$ cat src/rtl/midi_pkg.sv
// Shared MIDI constants, parser state and note-stack entry type
// for the channel tracker and its note stack.
package midi_pkg;

  localparam logic [3:0] NOTE_OFF = 4'h8;
  localparam logic [3:0] NOTE_ON  = 4'h9;
  localparam logic [3:0] CC       = 4'hB;
  localparam logic [3:0] PB       = 4'hE;

  localparam logic [6:0] CC_MOD       = 7'd1;
  localparam logic [6:0] CC_RESET_ALL = 7'd121;
  localparam logic [6:0] CC_ALL_OFF   = 7'd123;

  localparam logic [8:0] PB_CENTER_9 = 9'd256;

  typedef enum logic [1:0] {
    IDLE,
    D1,
    D2
  } parse_state_t;

  typedef struct packed {
    logic [6:0] note;
    logic [6:0] vel;
  } note_ent_t;

  function automatic logic is_tracked(input logic [3:0] t);
    return (t == NOTE_OFF) || (t == NOTE_ON) ||
           (t == CC) || (t == PB);
  endfunction

endpackage

$ cat src/rtl/midi_note_stack.sv
// Last-note-priority stack: index 0 is the oldest entry, count-1 the top.
// Removal compacts the array; overflow drops the oldest entry.
module midi_note_stack
  import midi_pkg::*;
#(
  parameter int NOTE_DEPTH = 4
) (
  input  logic       clk,
  input  logic       reset,
  input  logic       i_push,
  input  logic       i_remove,
  input  logic       i_clear,
  input  logic [6:0] i_note,
  input  logic [6:0] i_vel,
  output logic [6:0] o_top,
  output logic [6:0] o_top_vel,
  output logic       o_empty,
  output logic       o_full,
  output logic       o_ovf
);

  localparam int CW = $clog2(NOTE_DEPTH + 1);
  localparam int IW = $clog2(NOTE_DEPTH);

  note_ent_t         r_ent [NOTE_DEPTH];
  logic [CW-1:0]     r_cnt;
  logic [6:0]        r_top;
  logic [6:0]        r_top_vel;
  logic              r_ovf;

  note_ent_t         w_ent [NOTE_DEPTH];
  logic [CW-1:0]     w_cnt;
  logic [IW-1:0]     w_idx;
  logic [IW-1:0]     w_topi;
  logic              w_hit;
  logic              w_full;
  logic              w_rm;

  always_comb begin
    w_full = (r_cnt == CW'(NOTE_DEPTH));
    w_hit  = 1'b0;
    w_idx  = '0;
    for (int i = 0; i < NOTE_DEPTH; i++) begin
      if (!w_hit && (CW'(i) < r_cnt) &&
          (r_ent[i].note == i_note)) begin
        w_hit = 1'b1;
        w_idx = IW'(i);
      end
    end
    // A full push with no hit removes index 0, i.e. the oldest entry.
    w_rm  = (i_push && (w_hit || w_full)) ||
            (i_remove && w_hit);
    w_ent = r_ent;
    w_cnt = r_cnt;
    if (i_clear) begin
      w_cnt = '0;
    end else begin
      if (w_rm) begin
        for (int i = 0; i < NOTE_DEPTH - 1; i++) begin
          if (IW'(i) >= w_idx)
            w_ent[i] = r_ent[i+1];
        end
        w_cnt = r_cnt - CW'(1);
      end
      if (i_push) begin
        w_ent[w_cnt[IW-1:0]] = {i_note, i_vel};
        w_cnt = w_cnt + CW'(1);
      end
    end
    w_topi = IW'(w_cnt - CW'(1));
  end

  always_ff @(posedge clk or posedge reset) begin
    if (reset) begin
      r_ent     <= '{default: '0};
      r_cnt     <= '0;
      r_top     <= '0;
      r_top_vel <= '0;
      r_ovf     <= 1'b0;
    end else begin
      r_ent <= w_ent;
      r_cnt <= w_cnt;
      r_ovf <= i_push && !i_clear && w_full && !w_hit;
      if (w_cnt != '0) begin
        r_top     <= w_ent[w_topi].note;
        r_top_vel <= w_ent[w_topi].vel;
      end
    end
  end

  assign o_top     = r_top;
  assign o_top_vel = r_top_vel;
  assign o_empty   = (r_cnt == '0);
  assign o_full    = (r_cnt == CW'(NOTE_DEPTH));
  assign o_ovf     = r_ovf;

endmodule

$ cat src/rtl/midi_chan_tracker.sv
// Single-channel MIDI running-status parser feeding a note stack;
// presents steady note/vel/pb/cc1 levels to the echo generator and voice.
module midi_chan_tracker
  import midi_pkg::*;
#(
  parameter int NOTE_DEPTH = 4,
  parameter int PB_SHIFT   = 5
) (
  input  logic       clk,
  input  logic       reset,
  input  logic       midi_valid,
  input  logic [7:0] midi_data,
  input  logic [3:0] channel,
  output logic       note_on,
  output logic       note_repeat,
  output logic [6:0] note,
  output logic [6:0] vel,
  output logic [8:0] pb,
  output logic [1:0] cc1,
  output logic       stack_ovf
);

  parse_state_t r_state;
  logic [3:0]   r_type;
  logic [6:0]   r_d1;
  logic [8:0]   r_pb;
  logic [1:0]   r_cc1;
  logic         r_rep;

  logic         w_rt;
  logic         w_sys;
  logic         w_chan;
  logic         w_data;
  logic         w_match;
  logic         w_exec;
  logic         w_on;
  logic         w_off;
  logic         w_clear;
  logic [6:0]   w_d2;
  logic [13:0]  w_bend;
  logic [8:0]   w_pb;
  logic [6:0]   w_top;
  logic [6:0]   w_top_vel;
  logic         w_empty;
  logic         w_full;
  logic         w_ovf;

  assign w_rt    = (midi_data[7:3] == 5'b11111);
  assign w_sys   = (midi_data[7:3] == 5'b11110);
  assign w_chan  = midi_data[7] && (midi_data[7:4] != 4'hF);
  assign w_data  = !midi_data[7];
  assign w_match = (midi_data[3:0] == channel) &&
                   is_tracked(midi_data[7:4]);

  assign w_d2    = midi_data[6:0];
  assign w_exec  = midi_valid && w_data && (r_state == D2);
  assign w_on    = w_exec && (r_type == NOTE_ON) && (w_d2 != '0);
  assign w_off   = w_exec && ((r_type == NOTE_OFF) ||
                   ((r_type == NOTE_ON) && (w_d2 == '0)));
  assign w_clear = w_exec && (r_type == CC) && (r_d1 == CC_ALL_OFF);
  assign w_bend  = {w_d2, r_d1};
  assign w_pb    = 9'(w_bend >> PB_SHIFT);

  midi_note_stack #(
    .NOTE_DEPTH(NOTE_DEPTH)
  ) u_stack (
    .clk      (clk),
    .reset    (reset),
    .i_push   (w_on),
    .i_remove (w_off),
    .i_clear  (w_clear),
    .i_note   (r_d1),
    .i_vel    (w_d2),
    .o_top    (w_top),
    .o_top_vel(w_top_vel),
    .o_empty  (w_empty),
    .o_full   (w_full),
    .o_ovf    (w_ovf)
  );

  always_ff @(posedge clk or posedge reset) begin
    if (reset) begin
      r_state <= IDLE;
      r_type  <= '0;
      r_d1    <= '0;
      r_pb    <= PB_CENTER_9;
      r_cc1   <= '0;
      r_rep   <= 1'b0;
    end else begin
      r_rep <= w_on && !w_empty && (r_d1 == w_top);
      if (midi_valid) begin
        unique case (1'b1)
          w_rt: ;
          w_sys: r_state <= IDLE;
          w_chan: begin
            if (w_match) begin
              r_type  <= midi_data[7:4];
              r_state <= D1;
            end else begin
              r_state <= IDLE;
            end
          end
          w_data: begin
            unique case (r_state)
              D1: begin
                r_d1    <= w_d2;
                r_state <= D2;
              end
              D2: begin
                // Running status: stay armed for the next data pair.
                r_state <= D1;
                if (r_type == CC) begin
                  if (r_d1 == CC_MOD) begin
                    r_cc1 <= w_d2[6:5];
                  end else if (r_d1 == CC_RESET_ALL) begin
                    r_pb  <= PB_CENTER_9;
                    r_cc1 <= '0;
                  end
                end else if (r_type == PB) begin
                  r_pb <= w_pb;
                end
              end
              default: ;
            endcase
          end
          default: ;
        endcase
      end
    end
  end

  assign note_on     = !w_empty;
  assign note_repeat = r_rep;
  assign note        = w_top;
  assign vel         = w_top_vel;
  assign pb          = r_pb;
  assign cc1         = r_cc1;
  assign stack_ovf   = w_ovf && w_full;

endmodule

$ cat config.mk
export PLATFORM = sky130hd
export DESIGN_NAME = midi_chan_tracker
export DESIGN_NICKNAME = d
export VERILOG_FILES = /design/src/rtl/midi_pkg.sv /design/src/rtl/midi_note_stack.sv /design/src/rtl/midi_chan_tracker.sv
export SDC_FILE = /design/constraint.sdc
export NUM_CORES = 1
export LEC_CHECK = 0
export CAP_MARGIN = 20
export CORE_MARGIN = 2
export CORE_UTILIZATION = 44
export DETAILED_ROUTE_END_ITERATION = 10
export HOLD_SLACK_MARGIN = 0.05
export PLACE_DENSITY_LB_ADDON = 0.05
export SLEW_MARGIN = 20
export SYNTH_ARGS = -nofsm -noshare
export SYNTH_HDL_FRONTEND = slang
export SYNTH_HIERARCHICAL = 1
export SYNTH_SLANG_ARGS = --single-unit
$ cat constraint.sdc
create_clock -name clk -period 5.9 [get_ports clk]
set_input_delay 1.77 -clock clk [delete_from_list [all_inputs] [get_ports clk]]
set_output_delay 1.77 -clock clk [all_outputs]
set_load 0.05 [all_outputs]
Word-level counts from Yosys, hierarchy flattened
Cells that the tools add are included.
W data, S select, Z words.
Word-level totals
  bits in registers: 99
  latch bits: 0
  memory bits (writable): 0
  bits in read-only memories: 0
  bits of input ports: 15
  word-level logic and storage cells: 144
  memories kept: 0
Operators by class
  $add $sub $neg: 3
  multipliers: 0
  div/mod/pow operators: 0
  magnitude comparators: 10
  equality and inequality tests: 25
  shift-type cells: 0
  multiplexer cells: 34
  bitwise logic cells: 3
  reductions and logical operators: 51
Operators by type and width (count)
  $mux W56: 2
  $mux W14: 6
  $mux W42: 2
  $bwmux W56: 1
  $mux W9: 4
  $eq A7 B7 Y1: 5
  $eq A4 B4 Y1 const B: 8
  $bmux W14 S2: 1
  $demux W14 S2: 1
  $logic_and A1 B1 Y1: 26
  $eq A7 B7 Y1 const B: 2
  $mux W3: 4
  $mux W2: 5
  $reduce_and A3 Y1: 3
  $eq A7 B1 Y1 const B: 1
  $logic_not A1 Y1: 7
  $logic_not A7 Y1: 1
  $reduce_bool A7 Y1: 1
  $ge A3 B3 Y1 const B: 2
  $logic_or A1 B1 Y1: 6
  $lt A1 B3 Y1 const A: 2
  $lt A2 B3 Y1 const A: 2
  $mux W1: 6
  $not A2 Y3: 2
  23 further kinds: 26

Depth between registers and ports, before layout
  word-level depth: 31
  mapped depth: 21

Hierarchy
Netlist, hierarchy kept.
Modules (own cells, without submodules)
  midi_note_stack: instances 1, cells an instance 505, area each 4707.0 um^2, sequential area each 1851.8 um^2
  midi_chan_tracker: instances 1, cells an instance 107, area each 1281.2 um^2, sequential area each 626.9 um^2

Worst setup path before layout
OpenSTA, ideal clock, no wires.
  path kind: input -> register
  start: input midi_data[2]
  end: register u_stack.r_top[0] (netlist: u_stack/o_top[0])
  setup time: 135 ps
  arrival: 5448 ps
  required time: 5765 ps
  slack: 317 ps
  stages on the path: 18
  path buffers: 2
  cell sequence: or4_1 -> o41ai_2 -> nor2b_1 -> inv_1 -> a41oi_1 -> o32ai_1 -> o21ai_0 -> inv_1 -> ha_1 -> nand2_1 -> or2_2 -> buf_1 -> inv_1 -> o31a_1 -> clkbuf_1 -> o221a_2 -> a221oi_1 -> o31ai_1
RTL lines
  from (decl): line midi_chan_tracker.sv:12  | input logic [7:0] midi_data,
  to (signal assigned): line midi_note_stack.sv:85  | r_top <= w_ent[w_topi].note;
  to (decl): line midi_note_stack.sv:27  | logic [6:0] r_top;

==> Flow_metrics.wiki <==
{| class="wikitable"
! Metric !! Value
|-
| Cell row count || 42
|-
| Wire length of the first global-routing pass || 28400 um
|-
| Critical path startpoint category || primary input
|-
| Final cycle utilization of the critical path || 0.955
|-
| Prevailing post-synth register cell || dfrtp_1
|-
| Height of the die || 121 um
|-
| P_int || 1.83 mW
|-
| Sw Ratio || 0.444
|-
| Antenna Violating Nets Remaining || 0
|-
| Synthesis-stage register bit count || 99
|-
| Largest cells by area after synthesis || dfrtp_1 (41%), mux2_2 (3.8%), xor2_1 (3.5%)
|-
| Number of max-cap violations || 0
|-
| Boundary Pins || 43
|-
| Number of buffers created by CTS || 9
|-
| Hold Crit Class || flip-flop to flip-flop
|-
| Status || complete, no violations
|-
| Hold path startpoint || pb[8]
|-
| DP Wirelength || 12700 um
|-
| Power share of the clock group || 0.176
|-
| Iteration-0 DRC count of the detailed router || 435
|-
| Number of search-and-repair iterations in the first detailed-routing pass || 5
|-
| Placed instance area || 6780 um2
|-
| Synthesis Warnings || 6
|-
| Endpoint kind of the worst setup timing path || flip-flop
|-
| Post-synthesis net count || 637
|-
| Inserted Diodes || 0
|-
| Full die area || 14600 um2
|-
| Transition time at the pin with the least slew margin || 1.00 ns
|-
| Core area || 13200 um2
|-
| Final GP Congestion || 0.894
|-
| Summed instance area of the synthesized netlist || 5990 um2
|-
| Maximum fanout along the worst path || 5
|-
| NetSw || 1.46 mW
|-
| Worst r2r src || r_d1[6]
|-
| Final Hold Fails || 0
|-
| Cell with the largest stage delay on the worst path || or4_1
|-
| Pin count of the biggest net entering global routing || 48
|-
| Highest achievable clock rate || 177 MHz
|-
| Worst hold path cell count || 2
|-
| Max-slew violation count || 0
|-
| Maximum resistive drop on vdd || 0.000413 V
|-
| Most common cell in the synthesized netlist || dfrtp_1
|-
| Wirelength, routed || 17700 um
|-
| Number of fillers in the final layout || 1234
|-
| Area of the multi-input gates || 3170 um2
|-
| Post-Synth Simple-Gate Area || 0.152
|-
| Count of instances resized after the clock tree is built || 0
|-
| Count of input and output buffers || 42
|-
| Clock tree from TritonCTS || yes
|-
| Vias in the first global route || 5123
|-
| # H-tree levels || 3
|-
| Setup repair after global routing missed its margin || no
|-
| Cells along the critical path || clkdlybuf4s50_1, or4_1, o41ai_2, nor2b_1, inv_1, a41oi_1, o32ai_1, o21ai_0, inv_1, ha_1, nand2_1, or2_2, inv_1, o31a_1, buf_4, o221a_2, a221oi_1, o31ai_1
|-
| Final net count || 690
|-
| Reg2Reg Depth || 16
|-
| Initial core utilization || 0.452
|-
| Dominant combinational cell family by area after synthesis || compound AO/OA/AOI/OAI gates
|-
| Share of final-layout standard cells stronger than drive strength 1 || 0.167
|-
| CTS Buffer Depth || 2
|-
| Setup violation total in the final timing report || 0
|-
| Shortest period the worst path allows || 5.64 ns
|-
| Footprint of the flip-flops and latches || 2480 um2
|-
| Top cell type's share of synthesized area || 0.410
|-
| Post-DR wirelength/cell || 20.9 um
|-
| Clock-pin slew reported for the worst setup and hold paths after clock tree synthesis || 0.07 ns
|-
| Critical Path Max Stage Delay || 0.54 ns
|-
| Share of total power in combinational logic || 0.479
|-
| Worst Setup Path Type || primary input to flip-flop
|-
| Worst EP required || 6.12 ns
|-
| Arrival time at the worst endpoint || 5.86 ns
|-
| Vias || 5149
|-
| Via count normalized by instance count || 6.09
|-
| Count of hold-fix buffers inserted at cts || 0
|-
| Ys async rst share || 1.00
|-
| Cell type with the largest total area after synthesis || dfrtp_1
|-
| Clock tree skew after final layout || 0.00745 ns
|-
| Slew HR || 0.329
|-
| Post-synthesis instance total || 612
|-
| Top cell types by occurrence after synthesis || dfrtp_1 (98), nand2_1 (44), inv_1 (34)
|-
| Number of enable flip-flop cells after synthesis || 0
|-
| Clk_lat worst skew || 0.36 ns
|-
| Growth of design area from synthesis to finish || 18.1%
|-
| Post-CTS Setup Inserts || 0
|-
| Adder and majority cell fraction of the synthesized area || 0.0209
|-
| Post-synthesis sequential area ratio || 0.414
|-
| Count of distinct cell types in the synthesized netlist || 65
|-
| Number of antenna violations at the first check in global routing || 0
|-
| Finished Cell Area || 7070 um2
|-
| Mean area per synthesized cell || 9.78 um2
|-
| Synth Area in Compound Gates || 0.232
|-
| Flop pwr share || 0.345
|-
| Post-Synth XOR/XNOR Area || 0.0629
|-
| Width of the die || 121 um
|-
| Root cell of the clock tree || clkbuf_16
|-
| Library cell appearing most often on the critical path || inv_1
|-
| Launch point of the worst path || midi_data[2]
|-
| Number of clock sinks || 99
|-
| Congestion Overflow GR || 0
|-
| Sum of internal, switching and leakage power || 3.30 mW
|-
| All-layer global routing usage || 0.253
|-
| Pwr per Cell Area || 466 nW/um2
|-
| Number of DRC violations after detailed routing || 0
|-
| Standby leakage power || 3.22 nW
|-
| Mux share of post-synthesis cell area || 0.0610
|}
## worst max-delay path: cells and delay by family
kind / cells / cell delay [ns]
buffers and inverters: 5 / 0.77
AOI/OAI and AO/OA: 8 / 2.13
adders and majority gates: 1 / 0.20
and+or+nand+nor: 4 / 0.98
## power groups by stage
stage | logic [mW] | clock network [mW] | registers, mW
floorplan | 1.06 | 0 | 1.13
global placement | 1.55 | 0 | 1.14
detailed placement | 1.57 | 0 | 1.15
CTS | 1.58 | 0.597 | 1.13
global route | 1.72 | 0.624 | 1.16
finish | 1.58 | 0.581 | 1.14
## layout by cell type (no fill, tap or decap), types with 13 or more instances in the layout
cell / netlist / layout
o221a_2: 14 / 14
a21oi_1: 17 / 17
o31ai_1: 19 / 19
xor2_1: 24 / 24
xnor2_1: 19 / 19
nor3_1: 14 / 13
mux2_2: 20 / 20
o22a_1: 14 / 14
nand2_1: 44 / 44
buf_4: 2 / 39
a211oi_1: 18 / 18
mux2i_1: 14 / 14
or3_1: 20 / 20
nor2_1: 28 / 28
o21ai_0: 33 / 33
clkdlybuf4s50_1: 0 / 42
dfrtp_1: 98 / 98
inv_1: 34 / 33
## final cells by class
type	instances	area share
tap	176	0.0311
sequential	99	0.350
clock buffer	12	0.0348
clock inverter	4	0.00478
timing repair buffer	85	0.111
inverter	36	0.0191
multi-input combinational	434	0.448
## metal layers
metal	up-vias	GRT usage	share of wire
met5	-	0	0
met4	0	0.0843	0.023
met3	26	0.0491	0.044
met2	157	0.423	0.49
met1	2578	0.330	0.44
li1	2388	-	-
## cell families after synthesis
kind of cell | after synthesis
compound gates | 182
simple gates | 165
flops | 99
buf+inv | 79
xor+xnor | 43
mux | 34
fa+ha+maj | 10
## path summary, 6_finish.rpt
| kind | to | slack [ns] |
|---|---|---|
| max | u_stack/o_top[2] | 0.26 |
| max reg2reg | u_stack/o_top[2] | 1.61 |
| min | pb[8] | 0.47 |
| min in group asynchronous | r_state[1] | 1.77 |
| max in group asynchronous | u_stack/r_ent[54] | 2.87 |
| min reg2reg | pb[8] | 0.47 |
## sequential cells by signal, summed over array words and instances, names as in the netlist
name               count
cc1                    2
note_repeat            1
pb                     9
r_d1                   7
r_state                2
r_type                 4
u_stack/o_ovf          1
u_stack/o_top          7
u_stack/o_top_vel      7
u_stack/r_cnt          3
u_stack/r_ent         56
## stage by stage
stage	TNS [ns]	util	cells	setup WS [ns]	hold slack (ns)
after CTS	0	0.533	845	0.323	0.473
final	0	0.534	846	0.264	0.468
after detailed placement	-0.0457	0.512	829	-0.0323	0.454
after floorplan	0	-	612	0.317	0.472
after global placement	0	0.512	829	0.0342	0.455
after global routing	0	0.534	846	0.0860	0.515
No activity file was read; power rests on OpenSTA's default activity.
